## src/rtl/axi_tg_pkg.sv

```systemverilog
// Shared definitions for the AXI traffic-generator write/read arbiters:
// FSM state encoding, AXI burst/response constants and a transfer-size helper.
package axi_tg_pkg;

   typedef enum logic [1:0] {
      IDLE = 2'd0,
      ADDR = 2'd1,
      DATA = 2'd2,
      RESP = 2'd3
   } state_t;

   localparam logic [1:0] BURST_INCR  = 2'b01;
   localparam logic [1:0] RESP_OKAY   = 2'b00;
   localparam logic [1:0] RESP_EXOKAY = 2'b01;
   localparam logic [1:0] RESP_SLVERR = 2'b10;
   localparam logic [1:0] RESP_DECERR = 2'b11;
   localparam int         SIZE_OF_BYTE = 8;

   // AxSIZE encoding: log2 of the number of bytes per beat.
   function automatic logic [2:0] axsize(input int data_w);
      axsize = '0;
      for (int k = 0; k < 8; k++) begin
         if ((1 << k) == (data_w / SIZE_OF_BYTE)) axsize = 3'(k);
      end
   endfunction

endpackage

```

## src/rtl/rr_pick.sv

```systemverilog
// Combinational round-robin pick: first set request at or above i_ptr, wrapping.
module rr_pick #(
   parameter int NUM_REQ = 2,
   parameter int IDX_W   = $clog2(NUM_REQ)
) (
   input  logic [NUM_REQ-1:0] i_req,
   input  logic [IDX_W-1:0]   i_ptr,
   output logic [IDX_W-1:0]   o_idx,
   output logic               o_vld
);

   logic [IDX_W:0]   w_sum;
   logic [IDX_W-1:0] w_pos;

   always_comb begin
      o_idx = '0;
      o_vld = 1'b0;
      w_sum = '0;
      w_pos = '0;
      for (int k = 0; k < NUM_REQ; k++) begin
         w_sum = {1'b0, i_ptr} + (IDX_W+1)'(k);
         if (w_sum >= (IDX_W+1)'(NUM_REQ)) w_sum = w_sum - (IDX_W+1)'(NUM_REQ);
         w_pos = w_sum[IDX_W-1:0];
         if (!o_vld && i_req[w_pos]) begin
            o_vld = 1'b1;
            o_idx = w_pos;
         end
      end
   end

endmodule

```

## src/rtl/axi_wr_burst_arbiter.sv

```systemverilog
// Round-robin arbiter sharing one AXI3 write master among NUM_REQ burst requesters;
// a grant is held from AW issue through the B response so bursts never interleave.
module axi_wr_burst_arbiter
   import axi_tg_pkg::*;
#(
   parameter int NUM_REQ = 2,
   parameter int ADDR_W  = 32,
   parameter int DATA_W  = 64,
   parameter int LEN_W   = 4
) (
   input  logic                          aclk,
   input  logic                          aresetn,
   input  logic [NUM_REQ-1:0]            req,
   input  logic [NUM_REQ*ADDR_W-1:0]     req_addr,
   input  logic [NUM_REQ*LEN_W-1:0]      req_len,
   output logic [NUM_REQ-1:0]            ack,
   input  logic [NUM_REQ*DATA_W-1:0]     wdata_in,
   input  logic [NUM_REQ*(DATA_W/8)-1:0] wstrb_in,
   input  logic [NUM_REQ-1:0]            wvalid_in,
   output logic [NUM_REQ-1:0]            wready_out,
   output logic [NUM_REQ-1:0]            done,
   output logic [1:0]                    bresp_out,
   output logic                          busy,
   output logic [ADDR_W-1:0]             m_axi_awaddr,
   output logic [LEN_W-1:0]              m_axi_awlen,
   output logic [2:0]                    m_axi_awsize,
   output logic [1:0]                    m_axi_awburst,
   output logic [2:0]                    m_axi_awprot,
   output logic [3:0]                    m_axi_awcache,
   output logic [1:0]                    m_axi_awlock,
   output logic [3:0]                    m_axi_awqos,
   output logic [3:0]                    m_axi_awregion,
   output logic                          m_axi_awvalid,
   input  logic                          m_axi_awready,
   output logic [DATA_W-1:0]             m_axi_wdata,
   output logic [DATA_W/8-1:0]           m_axi_wstrb,
   output logic                          m_axi_wvalid,
   input  logic                          m_axi_wready,
   output logic                          m_axi_wlast,
   input  logic [1:0]                    m_axi_bresp,
   input  logic                          m_axi_bvalid,
   output logic                          m_axi_bready
);

   localparam int IDX_W  = $clog2(NUM_REQ);
   localparam int STRB_W = DATA_W / SIZE_OF_BYTE;

   state_t             r_state, w_state_nxt;
   logic [IDX_W-1:0]   r_grant, r_rr_ptr, w_pick_idx;
   logic               w_pick_vld;
   logic [ADDR_W-1:0]  r_addr;
   logic [LEN_W-1:0]   r_len, r_beat_cnt;
   logic [NUM_REQ-1:0] r_ack, r_done;
   logic [1:0]         r_bresp;
   logic               w_aw_hs, w_w_hs, w_b_hs;

   logic [ADDR_W-1:0]  w_addr  [NUM_REQ];
   logic [LEN_W-1:0]   w_len   [NUM_REQ];
   logic [DATA_W-1:0]  w_wdata [NUM_REQ];
   logic [STRB_W-1:0]  w_wstrb [NUM_REQ];

   for (genvar g = 0; g < NUM_REQ; g++) begin : g_unpack
      assign w_addr[g]  = req_addr[g*ADDR_W +: ADDR_W];
      assign w_len[g]   = req_len[g*LEN_W +: LEN_W];
      assign w_wdata[g] = wdata_in[g*DATA_W +: DATA_W];
      assign w_wstrb[g] = wstrb_in[g*STRB_W +: STRB_W];
   end

   rr_pick #(
      .NUM_REQ (NUM_REQ),
      .IDX_W   (IDX_W)
   ) u_rr_pick (
      .i_req   (req),
      .i_ptr   (r_rr_ptr),
      .o_idx   (w_pick_idx),
      .o_vld   (w_pick_vld)
   );

   assign ack            = r_ack;
   assign done           = r_done;
   assign bresp_out      = r_bresp;
   assign busy           = (r_state != IDLE);
   assign m_axi_awaddr   = r_addr;
   assign m_axi_awlen    = r_len;
   assign m_axi_awsize   = axsize(DATA_W);
   assign m_axi_awburst  = BURST_INCR;
   assign m_axi_awprot   = '0;
   assign m_axi_awcache  = '0;
   assign m_axi_awlock   = '0;
   assign m_axi_awqos    = '0;
   assign m_axi_awregion = '0;

   always_ff @(posedge aclk) begin
      if (!aresetn) r_state <= IDLE;
      else          r_state <= w_state_nxt;
   end

   // W signals are only routed in DATA, so nothing reaches the bus ahead of AW.
   always_comb begin
      w_state_nxt   = r_state;
      w_aw_hs       = 1'b0;
      w_w_hs        = 1'b0;
      w_b_hs        = 1'b0;
      m_axi_awvalid = 1'b0;
      m_axi_wvalid  = 1'b0;
      m_axi_wlast   = 1'b0;
      m_axi_wdata   = '0;
      m_axi_wstrb   = '0;
      m_axi_bready  = 1'b0;
      wready_out    = '0;
      case (r_state)
         IDLE: begin
            if (w_pick_vld) w_state_nxt = ADDR;
         end
         ADDR: begin
            m_axi_awvalid = 1'b1;
            if (m_axi_awready) begin
               w_aw_hs     = 1'b1;
               w_state_nxt = DATA;
            end
         end
         DATA: begin
            m_axi_wvalid        = wvalid_in[r_grant];
            m_axi_wdata         = w_wdata[r_grant];
            m_axi_wstrb         = w_wstrb[r_grant];
            m_axi_wlast         = (r_beat_cnt == r_len);
            wready_out[r_grant] = m_axi_wready;
            w_w_hs              = m_axi_wvalid && m_axi_wready;
            if (w_w_hs && m_axi_wlast) w_state_nxt = RESP;
         end
         RESP: begin
            m_axi_bready = 1'b1;
            if (m_axi_bvalid) begin
               w_b_hs      = 1'b1;
               w_state_nxt = IDLE;
            end
         end
         default: w_state_nxt = IDLE;
      endcase
   end

   always_ff @(posedge aclk) begin
      if (!aresetn) begin
         r_grant    <= '0;
         r_rr_ptr   <= '0;
         r_addr     <= '0;
         r_len      <= '0;
         r_beat_cnt <= '0;
         r_ack      <= '0;
         r_done     <= '0;
         r_bresp    <= RESP_OKAY;
      end else begin
         r_ack  <= '0;
         r_done <= '0;
         if (r_state == IDLE && w_pick_vld) begin
            r_grant <= w_pick_idx;
            r_addr  <= w_addr[w_pick_idx];
            r_len   <= w_len[w_pick_idx];
         end
         if (w_aw_hs) begin
            r_ack[r_grant] <= 1'b1;
            r_beat_cnt     <= '0;
         end
         if (w_w_hs) r_beat_cnt <= r_beat_cnt + 1'b1;
         // The pointer only moves on completion, so the next search starts past the winner.
         if (w_b_hs) begin
            r_done[r_grant] <= 1'b1;
            r_bresp         <= m_axi_bresp;
            r_rr_ptr        <= (r_grant == IDX_W'(NUM_REQ-1)) ? '0 : r_grant + 1'b1;
         end
      end
   end

endmodule
```

## config.mk

```make
export PLATFORM = sky130hd
export DESIGN_NAME = axi_wr_burst_arbiter
export DESIGN_NICKNAME = d
export VERILOG_FILES = /design/src/rtl/axi_tg_pkg.sv /design/src/rtl/rr_pick.sv /design/src/rtl/axi_wr_burst_arbiter.sv
export SDC_FILE = /design/constraint.sdc
export NUM_CORES = 1
export LEC_CHECK = 0
export ABC_AREA = 1
export CORE_AREA = 2 2 142 144
export CTS_CLUSTER_SIZE = 25
export DETAILED_ROUTE_END_ITERATION = 8
export DIE_AREA = 0 0 144 146
export SETUP_SLACK_MARGIN = 0.1
export SLEW_MARGIN = 20
export SYNTH_ARGS = -nofsm -noshare
export SYNTH_HDL_FRONTEND = slang
export SYNTH_HIERARCHICAL = 1
export SYNTH_SLANG_ARGS = --single-unit
```

## constraint.sdc

```tcl
create_clock -name aclk -period 4.15 [get_ports aclk]
set_input_delay 0.83 -clock aclk [delete_from_list [all_inputs] [get_ports aclk]]
set_output_delay 0.83 -clock aclk [all_outputs]
set_load 0.01 [all_outputs]
```

==> tab_implementation.tex <==
\begin{tabular}{lr}
\hline
Metric & Value \\
\hline
\multicolumn{2}{l}{\textbf{Final layout}} \\
Final core area utilization & 38.24\% \\
Area growth, synth to finish & 103.8\% \\
Sequential standard cell area & 1002 µm² \\
Share of cells above drive strength 1 & 3.008\% \\
Fill cells & 2,066 \\
Multi-input logic area & 2121 µm² \\
\# nets final & 1,163 \\
\multicolumn{2}{l}{\textbf{Routing}} \\
Number of design rule violations left after detail routing & 0 \\
Routed wire length per instance & 15.54 µm \\
Antenna-violating nets left & 0 \\
Routed vias & 4,956 \\
Routed wire length & 18,600 µm \\
Vias/cell & 4.140 \\
DR iter-0 viols & 140 \\
Pre-Repair DR Iteration Count & 4 \\
\multicolumn{2}{l}{\textbf{Die}} \\
Placeable core region & 19,330 µm² \\
Die boundary height & 146 µm \\
Initial core utilization & 18.76\% \\
X dimension of the die & 144 µm \\
FP Rows & 51 \\
Die footprint & 21,020 µm² \\
Top Ports & 370 \\
\multicolumn{2}{l}{\textbf{Timing}} \\
Fin Setup TNS & 0 ns \\
Final setup violation count & 0 \\
Final Hold Violating Endpoints & 0 \\
Crit share post-route & 79.58\% \\
Worst Tran Pin Value & 0.8183 ns \\
Max Fclk & 302.8 MHz \\
Relative slew slack & 45.45\% \\
Max-slew violation total from the final report & 0 \\
Unrepaired setup endpoints after global routing & no \\
Clock period minus final worst setup slack & 3.303 ns \\
Final worst clock skew & 0.009675 ns \\
\multicolumn{2}{l}{\textbf{Clock network}} \\
Latest clock arrival within the worst-skew pair & 0.29 ns \\
Total setup buffers inserted after CTS & 0 \\
Clock tree from TritonCTS & yes \\
Clock tree sinks & 50 \\
Hold-fix buffer count after cts & 0 \\
Total clock buffers created by CTS & 5 \\
Clock input transition at the sequential cells of the worst setup and hold paths & 0.06 ns \\
Clk Tree Root Cell & sky130\_fd\_sc\_hd\_\_clkbuf\_16 \\
H-tree depth reported by CTS & 2 \\
CTS resizes & 0 \\
Number of buffers between clock root and the deepest sink & 2 \\
\multicolumn{2}{l}{\textbf{Worst setup path}} \\
Crit path arrival time & 2.47 ns \\
CP Data Required Time & 3.32 ns \\
Largest fanout on the critical path & 26 \\
Critical Setup Path Class & flip-flop to primary output \\
Sort of element at the end of the critical path & primary output \\
Worst setup SP type & flip-flop \\
\multicolumn{2}{l}{\textbf{Synth}} \\
Area share of the largest cell type after synthesis & 27.60\% \\
EDFF count, synth & 0 \\
Biggest area contributors in the synthesized netlist & sky130\_fd\_sc\_hd\_\_dfxtp\_1 (28\%), sky130\_fd\_sc\_hd\_\_nor2\_1 (16\%), sky130\_fd\_sc\_hd\_\_o21ai\_0 (10\%), sky130\_fd\_sc\_hd\_\_nand2\_1 (10\%), sky130\_fd\_sc\_hd\_\_o211ai\_1 (7.5\%) \\
Cell accounting for the most synthesized area & sky130\_fd\_sc\_hd\_\_dfxtp\_1 \\
Leading post-synthesis cells by instance count & sky130\_fd\_sc\_hd\_\_nor2\_1 (154), sky130\_fd\_sc\_hd\_\_nand2\_1 (98), sky130\_fd\_sc\_hd\_\_o21ai\_0 (76) \\
Post-synthesis instance area & 3627 µm² \\
Count of cell types in the netlist & 28 \\
Share of synthesized registers carrying an async set or reset & 0\% \\
Leading cell type by number of instances after synthesis & sky130\_fd\_sc\_hd\_\_nor2\_1 \\
Warning count from the yosys run & 6 \\
Portion of the post-synthesis area used by sequential elements & 27.60\% \\
Seq cells post-synth & 50 \\
Gate count of the mapped netlist & 614 \\
Syn avg cell area & 5.908 µm² \\
Top\_reg\_cell synth & sky130\_fd\_sc\_hd\_\_dfxtp\_1 \\
\multicolumn{2}{l}{\textbf{Global routing}} \\
Pin count of the biggest net entering global routing & 78 \\
Global-route wire length before repair & 26,950 µm \\
Overall routing resource usage & 16.71\% \\
Number of antenna violations at the first check in global routing & 2 \\
Vias in the first global route & 4,739 \\
Overall overflow remaining after global route & 0 \\
\multicolumn{2}{l}{\textbf{Placed design}} \\
Detail Placement HPWL & 15,060 µm \\
Port-buffer cells & 347 \\
Routability Congestion & 0.8457 \\
\multicolumn{2}{l}{\textbf{Run status}} \\
Result of the run & complete, no violations \\
\multicolumn{2}{l}{\textbf{Flow run}} \\
Reported max-cap violation count & 0 \\
\multicolumn{2}{l}{\textbf{Worst hold path}} \\
Worst hold-check path type & flip-flop to flip-flop \\
\multicolumn{2}{l}{\textbf{Power and ir drop}} \\
Power Density & 435.4 nW/µm² \\
Static leakage & 0.003173 µW \\
Max VDD drop & 0.2091 mV \\
\hline
\end{tabular}
==> power by group <==
group	switching [µW]	internal, µW	leakage [µW]
registers	114	633	0.000413
logic	1020	971	0.00268
clock network	180	298	0.0000829
==> worst paths after layout <==
kind / to / depth (start not counted) / slack, ns / startpoint
max reg2reg: r_state[1] / 8 / 2.19 / r_grant
min: r_beat_cnt[3] / 2 / 0.48 / r_beat_cnt[3]
min reg2reg: r_beat_cnt[3] / 2 / 0.48 / r_beat_cnt[3]
max: m_axi_wdata[27] / 6 / 0.85 / r_state[0]
==> flip-flops by register name, indices dropped and copies added, names as in the netlist <==
register      cells
r_grant           1
r_rr_ptr          1
m_axi_awlen       4
bresp_out         2
done              2
r_state           2
r_beat_cnt        4
ack               2
m_axi_awaddr     32
==> logic make-up (layout without fill, tap and decap cells) <==
| kind of cell | Yosys count | count (layout) | share of synthesized area (%) |
|---|---|---|---|
| buf+inv | 128 | 425 | 16.39 |
| xor+xnor | 2 | 2 | 0.4830 |
| fa+ha+maj | 5 | 5 | 1.725 |
| simple gates | 303 | 303 | 33.87 |
| compound gates | 124 | 124 | 19.73 |
| other cells | 2 | 23 | 0.2070 |
| flops | 50 | 50 | 27.60 |
==> metal layers <==
| metal | share of wire [%] | up-vias | track usage, % |
|---|---|---|---|
| li1 | - | 2541 | - |
| met1 | 37 | 2156 | 17.52 |
| met2 | 49 | 222 | 30.50 |
| met3 | 9.4 | 35 | 5.298 |
| met4 | 3.9 | 2 | 6.765 |
| met5 | 0.070 | - | 0 |
==> cell usage in the layout (no fill, tap or decap) <==
master                              n
sky130_fd_sc_hd__a21oi_1            8
sky130_fd_sc_hd__a21oi_4            1
sky130_fd_sc_hd__a31o_2             1
sky130_fd_sc_hd__buf_2              1
sky130_fd_sc_hd__buf_4              8
sky130_fd_sc_hd__bufinv_16          1
sky130_fd_sc_hd__clkbuf_16          5
sky130_fd_sc_hd__clkbuf_8           1
sky130_fd_sc_hd__clkdlybuf4s50_1  346
sky130_fd_sc_hd__clkinv_1           1
sky130_fd_sc_hd__conb_1            22
sky130_fd_sc_hd__dfxtp_1           49
sky130_fd_sc_hd__dfxtp_2            1
sky130_fd_sc_hd__diode_2            1
sky130_fd_sc_hd__ha_1               4
sky130_fd_sc_hd__ha_2               1
sky130_fd_sc_hd__inv_1             60
sky130_fd_sc_hd__inv_2              1
sky130_fd_sc_hd__inv_4              1
sky130_fd_sc_hd__nand2_1           98
sky130_fd_sc_hd__nand2_2            1
sky130_fd_sc_hd__nand2_4            2
sky130_fd_sc_hd__nand3_1           42
sky130_fd_sc_hd__nand3_2            1
sky130_fd_sc_hd__nor2_1           154
sky130_fd_sc_hd__nor2_2             1
sky130_fd_sc_hd__nor2_4             1
sky130_fd_sc_hd__nor3_1             2
sky130_fd_sc_hd__o211ai_1          36
sky130_fd_sc_hd__o21ai_0           76
sky130_fd_sc_hd__o21ai_1            1
sky130_fd_sc_hd__o22ai_1            1
sky130_fd_sc_hd__or2_1              1
sky130_fd_sc_hd__xor2_1             2
==> critical path, cell delays in order, from the launching register on <==
cell,delay (ns)
sky130_fd_sc_hd__dfxtp_1,0.34
sky130_fd_sc_hd__inv_1,0.09
sky130_fd_sc_hd__ha_2,0.48
sky130_fd_sc_hd__buf_4,0.31
sky130_fd_sc_hd__o21ai_0,0.11
sky130_fd_sc_hd__nor2_1,0.24
sky130_fd_sc_hd__clkdlybuf4s50_1,0.62
==> area by class of cell <==
class                           instances  share of cell area (%)
Antenna cell                            1                 0.03385
Clock buffer                            6                   1.878
Clock inverter                          1                  0.4062
Inverter                               63                   3.232
Multi-Input combinational cell        456                   28.69
Sequential cell                        50                   13.56
Tap cell                              265                   4.485
Timing Repair Buffer                  355                   47.72
==> metrics by stage <==
stage	cell area, µm²	hold WS (ns)	power [µW]	instances	setup slack, ns
2_1_floorplan	3702	0.4522	1678	634	2.091
3_5_place_dp	7222	0.4737	2774	1189	1.033
3_3_place_gp	7222	0.4701	2779	1189	1.037
4_1_cts	7391	0.4838	3274	1196	0.8017
5_1_grt	7391	0.5025	3469	1196	0.5801
6_report	7393	0.4843	3219	1197	0.8474
(Power assumes the default switching activity.)
